File: src/rtl/pkg_parameters.sv
// Shared constants for the integer register file and its scoreboard.
// Latency: n/a (constants only).
// Backpressure: n/a.
package pkg_parameters;

  localparam int XLEN           = 32;
  localparam int REG_ADDR_WIDTH = 5;
  localparam int REG_NUM        = 2 ** REG_ADDR_WIDTH;

  // Index of the hard-wired zero register.
  localparam logic [REG_ADDR_WIDTH-1:0] REG_ZERO = '0;

endpackage

File: src/rtl/reg_file_scoreboard.sv
// Write-pending scoreboard: one busy bit per register plus RAW/WAW hazard detection.
// Latency: busy bits update on the rising edge; issue_stall is combinational.
// Backpressure: issue_stall holds decode until the producing write-back lands.
//
// Ports:
//   clk, rst              core clock, async active-high reset
//   rs1_addr, rs2_addr    source indices of the presented instruction
//   issue_valid           decode presents an instruction
//   issue_rd_en/issue_rd  destination of the presented instruction
//   wb_en/wb_addr         write-back strobe and index (clears busy)
//   bypass1, bypass2      source N is satisfied by this cycle's write-back
//   issue_stall           hazard: instruction not accepted this cycle
module reg_file_scoreboard
  import pkg_parameters::*;
#(
  parameter int ADDR_WIDTH = REG_ADDR_WIDTH
) (
  input  logic                  clk,
  input  logic                  rst,
  input  logic [ADDR_WIDTH-1:0] rs1_addr,
  input  logic [ADDR_WIDTH-1:0] rs2_addr,
  input  logic                  issue_valid,
  input  logic                  issue_rd_en,
  input  logic [ADDR_WIDTH-1:0] issue_rd,
  input  logic                  wb_en,
  input  logic [ADDR_WIDTH-1:0] wb_addr,
  input  logic                  bypass1,
  input  logic                  bypass2,
  output logic                  issue_stall
);

  localparam int NUM = 2 ** ADDR_WIDTH;

  logic [NUM-1:0] r_busy;
  logic [NUM-1:0] w_busy_nxt;
  logic [NUM-1:0] w_set;
  logic [NUM-1:0] w_clr;
  logic           w_raw1;
  logic           w_raw2;
  logic           w_waw;
  logic           w_accept;
  logic           w_set_en;

  assign w_raw1 = r_busy[rs1_addr] & (rs1_addr != '0) & ~bypass1;
  assign w_raw2 = r_busy[rs2_addr] & (rs2_addr != '0) & ~bypass2;
  // A write-back landing on the same index this cycle retires the old producer,
  // so the new one may claim the register without waiting.
  assign w_waw  = issue_rd_en & r_busy[issue_rd] & ~(wb_en & (wb_addr == issue_rd));

  assign issue_stall = issue_valid & (w_raw1 | w_raw2 | w_waw);
  assign w_accept    = issue_valid & ~issue_stall;
  // x0 never becomes busy.
  assign w_set_en    = w_accept & issue_rd_en & (issue_rd != '0);

  // Per-bit next state: a new producer (set) beats a retiring one (clear).
  for (genvar i = 0; i < NUM; i++) begin : g_busy
    assign w_set[i]      = w_set_en & (issue_rd == ADDR_WIDTH'(i));
    assign w_clr[i]      = wb_en & (wb_addr == ADDR_WIDTH'(i));
    assign w_busy_nxt[i] = w_set[i] | (r_busy[i] & ~w_clr[i]);
  end

  always_ff @(posedge clk or posedge rst) begin
    if (rst) begin
      r_busy <= '0;
    end else begin
      r_busy <= w_busy_nxt;
    end
  end

endmodule

File: src/rtl/reg_file_sb.sv
// RV32I integer register file (2 read, 1 write) with write-pending scoreboard.
// Latency: reads combinational, writes visible one cycle after wb_en.
// Backpressure: issue_stall on RAW/WAW hazards against outstanding writes.
//
// Build option: define REG_FILE_BYPASS_EN to forward same-cycle write-back
// data to the read ports and suppress the matching RAW stall.
//
// Ports:
//   clk, rst              core clock, async active-high reset
//   rsN_addr / rsN_data   source operand reads (N = 1, 2)
//   issue_valid, issue_rd_en, issue_rd, issue_stall   issue handshake
//   wb_en, wb_addr, wb_data                           write-back port
module reg_file_sb
  import pkg_parameters::*;
#(
  parameter int ADDR_WIDTH = REG_ADDR_WIDTH,
  parameter int DATA_WIDTH = XLEN
) (
  input  logic                  clk,
  input  logic                  rst,
  input  logic [ADDR_WIDTH-1:0] rs1_addr,
  output logic [DATA_WIDTH-1:0] rs1_data,
  input  logic [ADDR_WIDTH-1:0] rs2_addr,
  output logic [DATA_WIDTH-1:0] rs2_data,
  input  logic                  issue_valid,
  input  logic                  issue_rd_en,
  input  logic [ADDR_WIDTH-1:0] issue_rd,
  output logic                  issue_stall,
  input  logic                  wb_en,
  input  logic [ADDR_WIDTH-1:0] wb_addr,
  input  logic [DATA_WIDTH-1:0] wb_data
);

  localparam int NUM = 2 ** ADDR_WIDTH;

  logic [DATA_WIDTH-1:0] r_regs [NUM];
  logic                  w_bypass1;
  logic                  w_bypass2;

`ifdef REG_FILE_BYPASS_EN
  assign w_bypass1 = wb_en & (wb_addr == rs1_addr) & (wb_addr != '0);
  assign w_bypass2 = wb_en & (wb_addr == rs2_addr) & (wb_addr != '0);
`else
  assign w_bypass1 = 1'b0;
  assign w_bypass2 = 1'b0;
`endif

  // Storage; x0 is never written, so it stays zero from reset.
  always_ff @(posedge clk or posedge rst) begin
    if (rst) begin
      for (int i = 0; i < NUM; i++) begin
        r_regs[i] <= '0;
      end
    end else if (wb_en && (wb_addr != '0)) begin
      r_regs[wb_addr] <= wb_data;
    end
  end

  assign rs1_data = w_bypass1 ? wb_data : ((rs1_addr == '0) ? '0 : r_regs[rs1_addr]);
  assign rs2_data = w_bypass2 ? wb_data : ((rs2_addr == '0) ? '0 : r_regs[rs2_addr]);

  reg_file_scoreboard #(
    .ADDR_WIDTH (ADDR_WIDTH)
  ) u_scoreboard (
    .clk         (clk),
    .rst         (rst),
    .rs1_addr    (rs1_addr),
    .rs2_addr    (rs2_addr),
    .issue_valid (issue_valid),
    .issue_rd_en (issue_rd_en),
    .issue_rd    (issue_rd),
    .wb_en       (wb_en),
    .wb_addr     (wb_addr),
    .bypass1     (w_bypass1),
    .bypass2     (w_bypass2),
    .issue_stall (issue_stall)
  );

endmodule

File: config.mk
export PLATFORM = sky130hd
export DESIGN_NAME = reg_file_sb
export DESIGN_NICKNAME = d
export VERILOG_FILES = /design/src/rtl/pkg_parameters.sv /design/src/rtl/reg_file_scoreboard.sv /design/src/rtl/reg_file_sb.sv
export SDC_FILE = /design/constraint.sdc
export NUM_CORES = 2
export LEC_CHECK = 0
export CAP_MARGIN = 0
export CORE_MARGIN = 5
export CORE_UTILIZATION = 31
export DETAILED_ROUTE_END_ITERATION = 12
export DONT_BUFFER_PORTS = 1
export PLACE_DENSITY = 0.41
export SLEW_MARGIN = 20
export SYNTH_ARGS = -nofsm -noshare
export SYNTH_HDL_FRONTEND = slang
export SYNTH_SLANG_ARGS = --single-unit
File: constraint.sdc
create_clock -name clk -period 51.6 [get_ports clk]
set_input_delay 7.74 -clock clk [delete_from_list [all_inputs] [get_ports clk]]
set_output_delay 7.74 -clock clk [all_outputs]
set_load 0.02 [all_outputs]
; ---- Word level (Yosys, flattened, before mapping)
; Cells that the tools add are included.
[word_totals]
regBits = 1056
latchBits = 0
mem_bits_rw = 0
romBits = 0
inputBits = 57
out_inout_bits = 65
word_cells = 306
mem_count = 0
[classes]
add_sub_neg = 0
n_mul = 0
div = 0
order_cmp = 7
n_eq_ne = 63
shift = 0
mux = 17
bitwise = 176
n_reduce_logical = 10
[op_table]
columns = operator, count
row1 = bitwise mux 1024 bit, 1
row2 = binary-select mux 32 bit (select 5 bit), 2
row3 = 2-to-1 mux 32 bit, 7
row4 = demux 32 bit (select 5 bit), 1
row5 = "equality test 5 bit, second input constant", 32
row6 = AND 1 bit, 105
row7 = "equality test 5 x 4 -> 1 bit, second input constant", 16
row8 = "equality test 5 x 3 -> 1 bit, second input constant", 8
row9 = NOT 1 bit, 34
row10 = bitwise OR 1 bit, 34
row11 = "equality test 5 x 2 -> 1 bit, second input constant", 4
row12 = zero test 5 bit, 4
row13 = nonzero test 5 bit, 4
row14 = ">= comparator 6 bit, second input constant", 3
row15 = "< comparator 5 x 6 -> 1 bit, second input constant", 3
row16 = NOT 5 -> 6 bit, 3
row17 = binary-select mux 1 bit (select 5 bit), 3
row18 = "equality test 5 x 1 -> 1 bit, second input constant", 2
row19 = "< comparator 6 x 1 -> 1 bit, second input constant", 1
row20 = equality test 5 bit, 1
row21 = 2-to-1 mux 1 bit, 3
row22 = logical AND 1 bit, 2

; ---- Longest topological paths before layout
[logic_depth]
depth_word = 12
depth_mapped = 10
depth_no_buf = 6

; ---- Cells and area by module
; A second synthesis with hierarchy kept.
[unflattened]
hier_cells = 3937
hier_area_um2 = 57376.3
[by_module_without_submodules]
columns = module, n_inst, cells_each, area_per_inst_um2, seq_area_each_um2
row1 = reg_file_sb, 1, 3693, 54715.0, 25624.6
row2 = reg_file_scoreboard, 1, 244, 2661.3, 800.8

; ---- Worst setup path after synthesis
; OpenSTA, ideal clock, no wires.
[synth_timing]
kind = input to output
from = input rs2_addr[1]
to = output rs2_data[10]
arrival_ns = 9.752
required_ns = 43.860
slack_ns = 34.108
path_stages = 8
cell_sequence = buf_2 buf_2 clkbuf_1 buf_1 mux4_2 mux4_2 nand2_1 a21oi_1
[synth_between]
elab_chain_cells = 5
elab_cells_between_ends = 6
classes_between = 4 x mux / 1 x bitwise / 1 x reduce/logical
[synth_rtl]
columns = element, line_no
row1 = "start, declared", reg_file_sb.sv:23  ; input logic [ADDR_WIDTH-1:0] rs2_addr,
row2 = NOT 5 -> 6 bit (not written as such), reg_file_sb.sv:60  ; assign rs2_data = w_bypass2 ? wb_data : ((rs2_addr == '0) ? '0 : r_regs[rs2_addr]);
row3 = binary-select mux 32 bit (select 5 bit), reg_file_sb.sv:60
row4 = 2-to-1 mux 32 bit (not written as such) (2 in series), reg_file_sb.sv:60
row5 = 2-to-1 mux 32 bit *, reg_file_sb.sv:60
row6 = "end, declared", reg_file_sb.sv:24  ; output logic [DATA_WIDTH-1:0] rs2_data,
; Mark *: on every way between the ends. The rest lies on a longest branch, timed or not. The select of a mux whose other input is x is not followed.

; ---- Worst setup path in the final report
[layout_timing]
from = input rs1_addr[3]
to = output rs1_data[19]
[layout_between]
elab_chain_cells = 5
elab_cells_between_ends = 6
classes_between = 4 x mux / 1 x bitwise / 1 x reduce/logical
[layout_rtl]
columns = element, line_no
row1 = "start, declared", reg_file_sb.sv:21  ; input logic [ADDR_WIDTH-1:0] rs1_addr,
row2 = NOT 5 -> 6 bit (not written as such), reg_file_sb.sv:59  ; assign rs1_data = w_bypass1 ? wb_data : ((rs1_addr == '0) ? '0 : r_regs[rs1_addr]);
row3 = binary-select mux 32 bit (select 5 bit), reg_file_sb.sv:59
row4 = 2-to-1 mux 32 bit (not written as such) (2 in series), reg_file_sb.sv:59
row5 = 2-to-1 mux 32 bit *, reg_file_sb.sv:59
row6 = "end, declared", reg_file_sb.sv:22  ; output logic [DATA_WIDTH-1:0] rs1_data,
; Marked as above.

==> impl_metrics.prom <==
# TYPE chip_impl_metric gauge
chip_impl_info{name="startpoint",value="rs1_addr[3]"} 1
chip_impl_metric{name="vias",unit=""} 34400
chip_impl_info{name="grt.busiest_layer",value="met2"} 1
chip_impl_info{name="setup.worst_path.class",value="input port to output pin"} 1
chip_impl_metric{name="count_of_unique_library_cells_instantiated_by_yosys",unit=""} 50
chip_impl_metric{name="yosysSeqAreaShare",unit="%"} 46.8
chip_impl_info{name="cp-end-kind",value="output pin"} 1
chip_impl_info{name="holdCritPathClass",value="register to register"} 1
chip_impl_metric{name="max_cap_violations",unit=""} 0
chip_impl_metric{name="final_core_occ",unit="%"} 34.8
chip_impl_metric{name="detail_route.wirelength",unit="µm"} 200000
chip_impl_metric{name="syn_area",unit="µm²"} 56500
chip_impl_metric{name="port-buffer-count",unit=""} 0
chip_impl_metric{name="design.portCount",unit=""} 122
chip_impl_metric{name="post_synth.cell_area_avg",unit="µm²"} 14.9
chip_impl_info{name="regToRegStartpoint",value="u_scoreboard.r_busy[12]"} 1
chip_impl_metric{name="shortest_clock_period_the_worst_path_allows_after_layout",unit="ns"} 18.36
chip_impl_metric{name="cts_buffer_depth",unit=""} 3
chip_impl_metric{name="grtUsageMet3",unit="%"} 3.32
chip_impl_metric{name="finClkSkew",unit="ns"} 0.0176
chip_impl_metric{name="cellLeakagePower",unit="nW"} 26.9
chip_impl_metric{name="final_hold_vio_count",unit=""} 0
chip_impl_metric{name="htree_num_levels",unit=""} 4
chip_impl_metric{name="max_slew_margin",unit="%"} 18.5
chip_impl_info{name="root_buffer",value="clkbuf_16"} 1
chip_impl_metric{name="cts_setup_buffers",unit=""} 0
chip_impl_metric{name="post_drt_wl_per_cell",unit="µm"} 33.2
chip_impl_info{name="critical_path.startpoint_type",value="input port"} 1
chip_impl_info{name="holdCritStartpoint",value="r_regs[992]"} 1
chip_impl_metric{name="p_per_area",unit="nW/µm²"} 40.0
chip_impl_metric{name="critical_path_peak_fanout",unit=""} 57
chip_impl_metric{name="initial_utilization",unit="%"} 31.2
chip_impl_metric{name="drive_gt1_share",unit="%"} 41.6
chip_impl_metric{name="number_of_iterations_in_the_first_detailed_routing_pass",unit=""} 6
chip_impl_metric{name="setup_slack_of_the_most_critical_reg_to_reg_path",unit="ns"} 49.09
chip_impl_metric{name="clock_net_sink_count",unit=""} 1056
chip_impl_info{name="ys.flop_type",value="dfrtp_1"} 1
chip_impl_info{name="rr_endpoint",value="u_scoreboard.r_busy[31]"} 1
chip_impl_metric{name="instances_no_fill",unit=""} 6013
chip_impl_metric{name="dr.first_iter.drc_count",unit=""} 2476
chip_impl_metric{name="grt_antenna_before_repair",unit=""} 5
chip_impl_metric{name="core_area",unit="µm²"} 181000
chip_impl_metric{name="setup_viol_count_final",unit=""} 0
chip_impl_metric{name="tightestPinTransition",unit="ns"} 1.22
chip_impl_metric{name="gr-usage-met2",unit="%"} 32.5
chip_impl_info{name="status",value="finished clean"} 1
chip_impl_metric{name="worstRegToRegCells",unit=""} 7
chip_impl_metric{name="grt_util_overall",unit="%"} 20.9
chip_impl_metric{name="synth_enable_flop_cells",unit=""} 0
chip_impl_metric{name="post-place-cells",unit=""} 5771
chip_impl_metric{name="worst_ep_arrival_time",unit="ns"} 10.62
chip_impl_info{name="grt_setup_unrepaired",value="no"} 1
chip_impl_metric{name="place.gp.congestion",unit=""} 0.730
chip_impl_metric{name="synth-async-reset-ratio",unit="%"} 100
chip_impl_metric{name="grt_first_pass_wirelength",unit="µm"} 288000
chip_impl_metric{name="clock_transition_at_the_registers_of_the_reported_paths",unit="ns"} 0.06
chip_impl_metric{name="crit_required",unit="ns"} 43.86
chip_impl_metric{name="overflow",unit=""} 0
chip_impl_metric{name="die_width",unit="µm"} 437
chip_impl_metric{name="remaining_drc_errors",unit=""} 0
chip_impl_metric{name="area_delta_synth_final",unit="%"} 11.5
chip_impl_info{name="worstSetupEndpoint",value="rs1_data[19]"} 1
chip_impl_metric{name="hpwlAfterDp",unit="µm"} 97900
chip_impl_metric{name="design.die.area",unit="µm²"} 191000
chip_impl_metric{name="slew_violations",unit=""} 0
chip_impl_metric{name="postRouteAntennaNets",unit=""} 0
chip_impl_metric{name="syn-num-nets",unit=""} 3837
chip_impl_metric{name="synth_warnings",unit=""} 0
chip_impl_metric{name="tritoncts.num_buffers",unit=""} 134
chip_impl_metric{name="setup-tns-final",unit="ns"} 0
chip_impl_metric{name="postSynthRegisterBits",unit=""} 1056
chip_impl_metric{name="syn-instance-count",unit=""} 3780
chip_impl_metric{name="via_per_inst",unit=""} 5.72
chip_impl_metric{name="min_period_over_period",unit="%"} 35.6
chip_impl_metric{name="nNetsFinal",unit=""} 3594
chip_impl_metric{name="cts-hold-fix-buffers",unit=""} 0
chip_impl_info{name="cts_tree",value="yes"} 1
chip_impl_metric{name="num_rows",unit=""} 156
chip_impl_metric{name="postCtsResizedCells",unit=""} 0
chip_impl_metric{name="clock_insertion_delay_worst_skew",unit="ns"} 0.79
chip_impl_metric{name="fmax",unit="MHz"} 54.5
chip_impl_metric{name="groute.layer.met1.usage",unit="%"} 30.7
chip_impl_metric{name="die_height",unit="µm"} 437
chip_impl_metric{name="grt_max_degree",unit=""} 316
chip_impl_metric{name="first_global_vias",unit=""} 36200
chip_impl_metric{name="vdd_ir_drop_max",unit="µV"} 32.3
Yosys cell counts (30+ instances only):
master | instances | area share [%]
a21oi_1 | 56 | 0.50
mux2_1 | 369 | 7.4
o22ai_1 | 30 | 0.33
mux4_2 | 557 | 22
dfrtp_1 | 1056 | 47
nand2_1 | 284 | 1.9
mux2_2 | 626 | 12
mux2i_1 | 115 | 2.0
nor2_1 | 30 | 0.20
buf_2 | 73 | 0.65
buf_1 | 67 | 0.45
nor3_1 | 30 | 0.27
clkbuf_1 | 277 | 1.8
power by group:
part	switching (W)	internal, W	leakage (nW)
Sequential	0.000107	0.000984	13.6
Combinational	0.000166	0.000277	11.1
Clock	0.000389	0.000594	2.27
Total	0.000662	0.00186	26.9
sequential cells by signal, summed over array words and instances, names as in the netlist:
name	flops
r_regs	1024
u_scoreboard.r_busy	32
how the worst min path moves through the flow:
| stage | endpoint | slack [ns] | depth (start not counted) |
|---|---|---|---|
| final | r_regs[992] | 0.39 | 0 |
| after global routing | r_regs[992] | 0.41 | 0 |
| after CTS | r_regs[1013] | 0.40 | 0 |
| after detailed placement | r_regs[1013] | 0.38 | 0 |
| after global placement | r_regs[1013] | 0.38 | 0 |
| after floorplan | r_regs[1003] | 0.44 | 1 |
per-layer routing:
layer | part of all wire (%) | routed length [µm]
met5 | 0 | 0
met4 | 2.2 | 4380
met3 | 4.2 | 8320
met2 | 46 | 92100
met1 | 48 | 95100
stage by stage:
stage               instance area, µm²  setup slack [ns]  hold slack (ns)  power (W)
CTS                              63000             33.12            0.396    0.00255
detailed placement               58400             33.12            0.383    0.00155
finish                           63000             33.24            0.391    0.00252
floorplan                        56500             14.14            0.441    0.00147
global route                     63000             33.22            0.406    0.00264
global placement                 58400             33.14            0.380    0.00154
critical path, cell delays in order:
cell and delay (ns):
inv_6 0.18, nor2_4 0.68, buf_4 0.71, a211o_1 0.22, a21oi_1 0.04, nor3_1 0.68
buf_4 0.27
final cells by class:
class	count	area (µm²)
well taps	2370	2970
clock inverters	38	480
diodes	1	2.50
multi-input cells	2286	28600
repair buffers	56	445
flip-flops and latches	1056	26400
clock buffers	203	4110
fillers	17400	118000
inverters	3	25.0
cell usage in the layout (no fill, tap or decap), drive strengths merged, types with 3 or more instances in the layout:
master  count
o221ai     28
a221oi     22
bufinv      9
xnor2       5
nand3       4
o31ai      27
a22o        7
nand2b      3
o21ai      22
dfrtp    1056
o22ai      31
nor2       30
nor3b       7
inv         6
nand3b     11
nor2b       5
buf        56
mux2i     115
a211o      24
mux4      557
clkbuf    203
clkinv     24
nor3       30
nand2     284
a21oi      56
mux2      995
logic make-up after synthesis:
logic type / after synthesis / synth area share [%]
AOI/OAI and AO/OA: 226 / 2.97
xor gates and xnor gates: 5 / 0.0775
buffers and inverters: 438 / 3.22
DFF: 1056 / 46.8
muxes: 1667 / 44.1
and+or+nand+nor: 388 / 2.90
No activity file was read; power rests on OpenSTA's default activity.
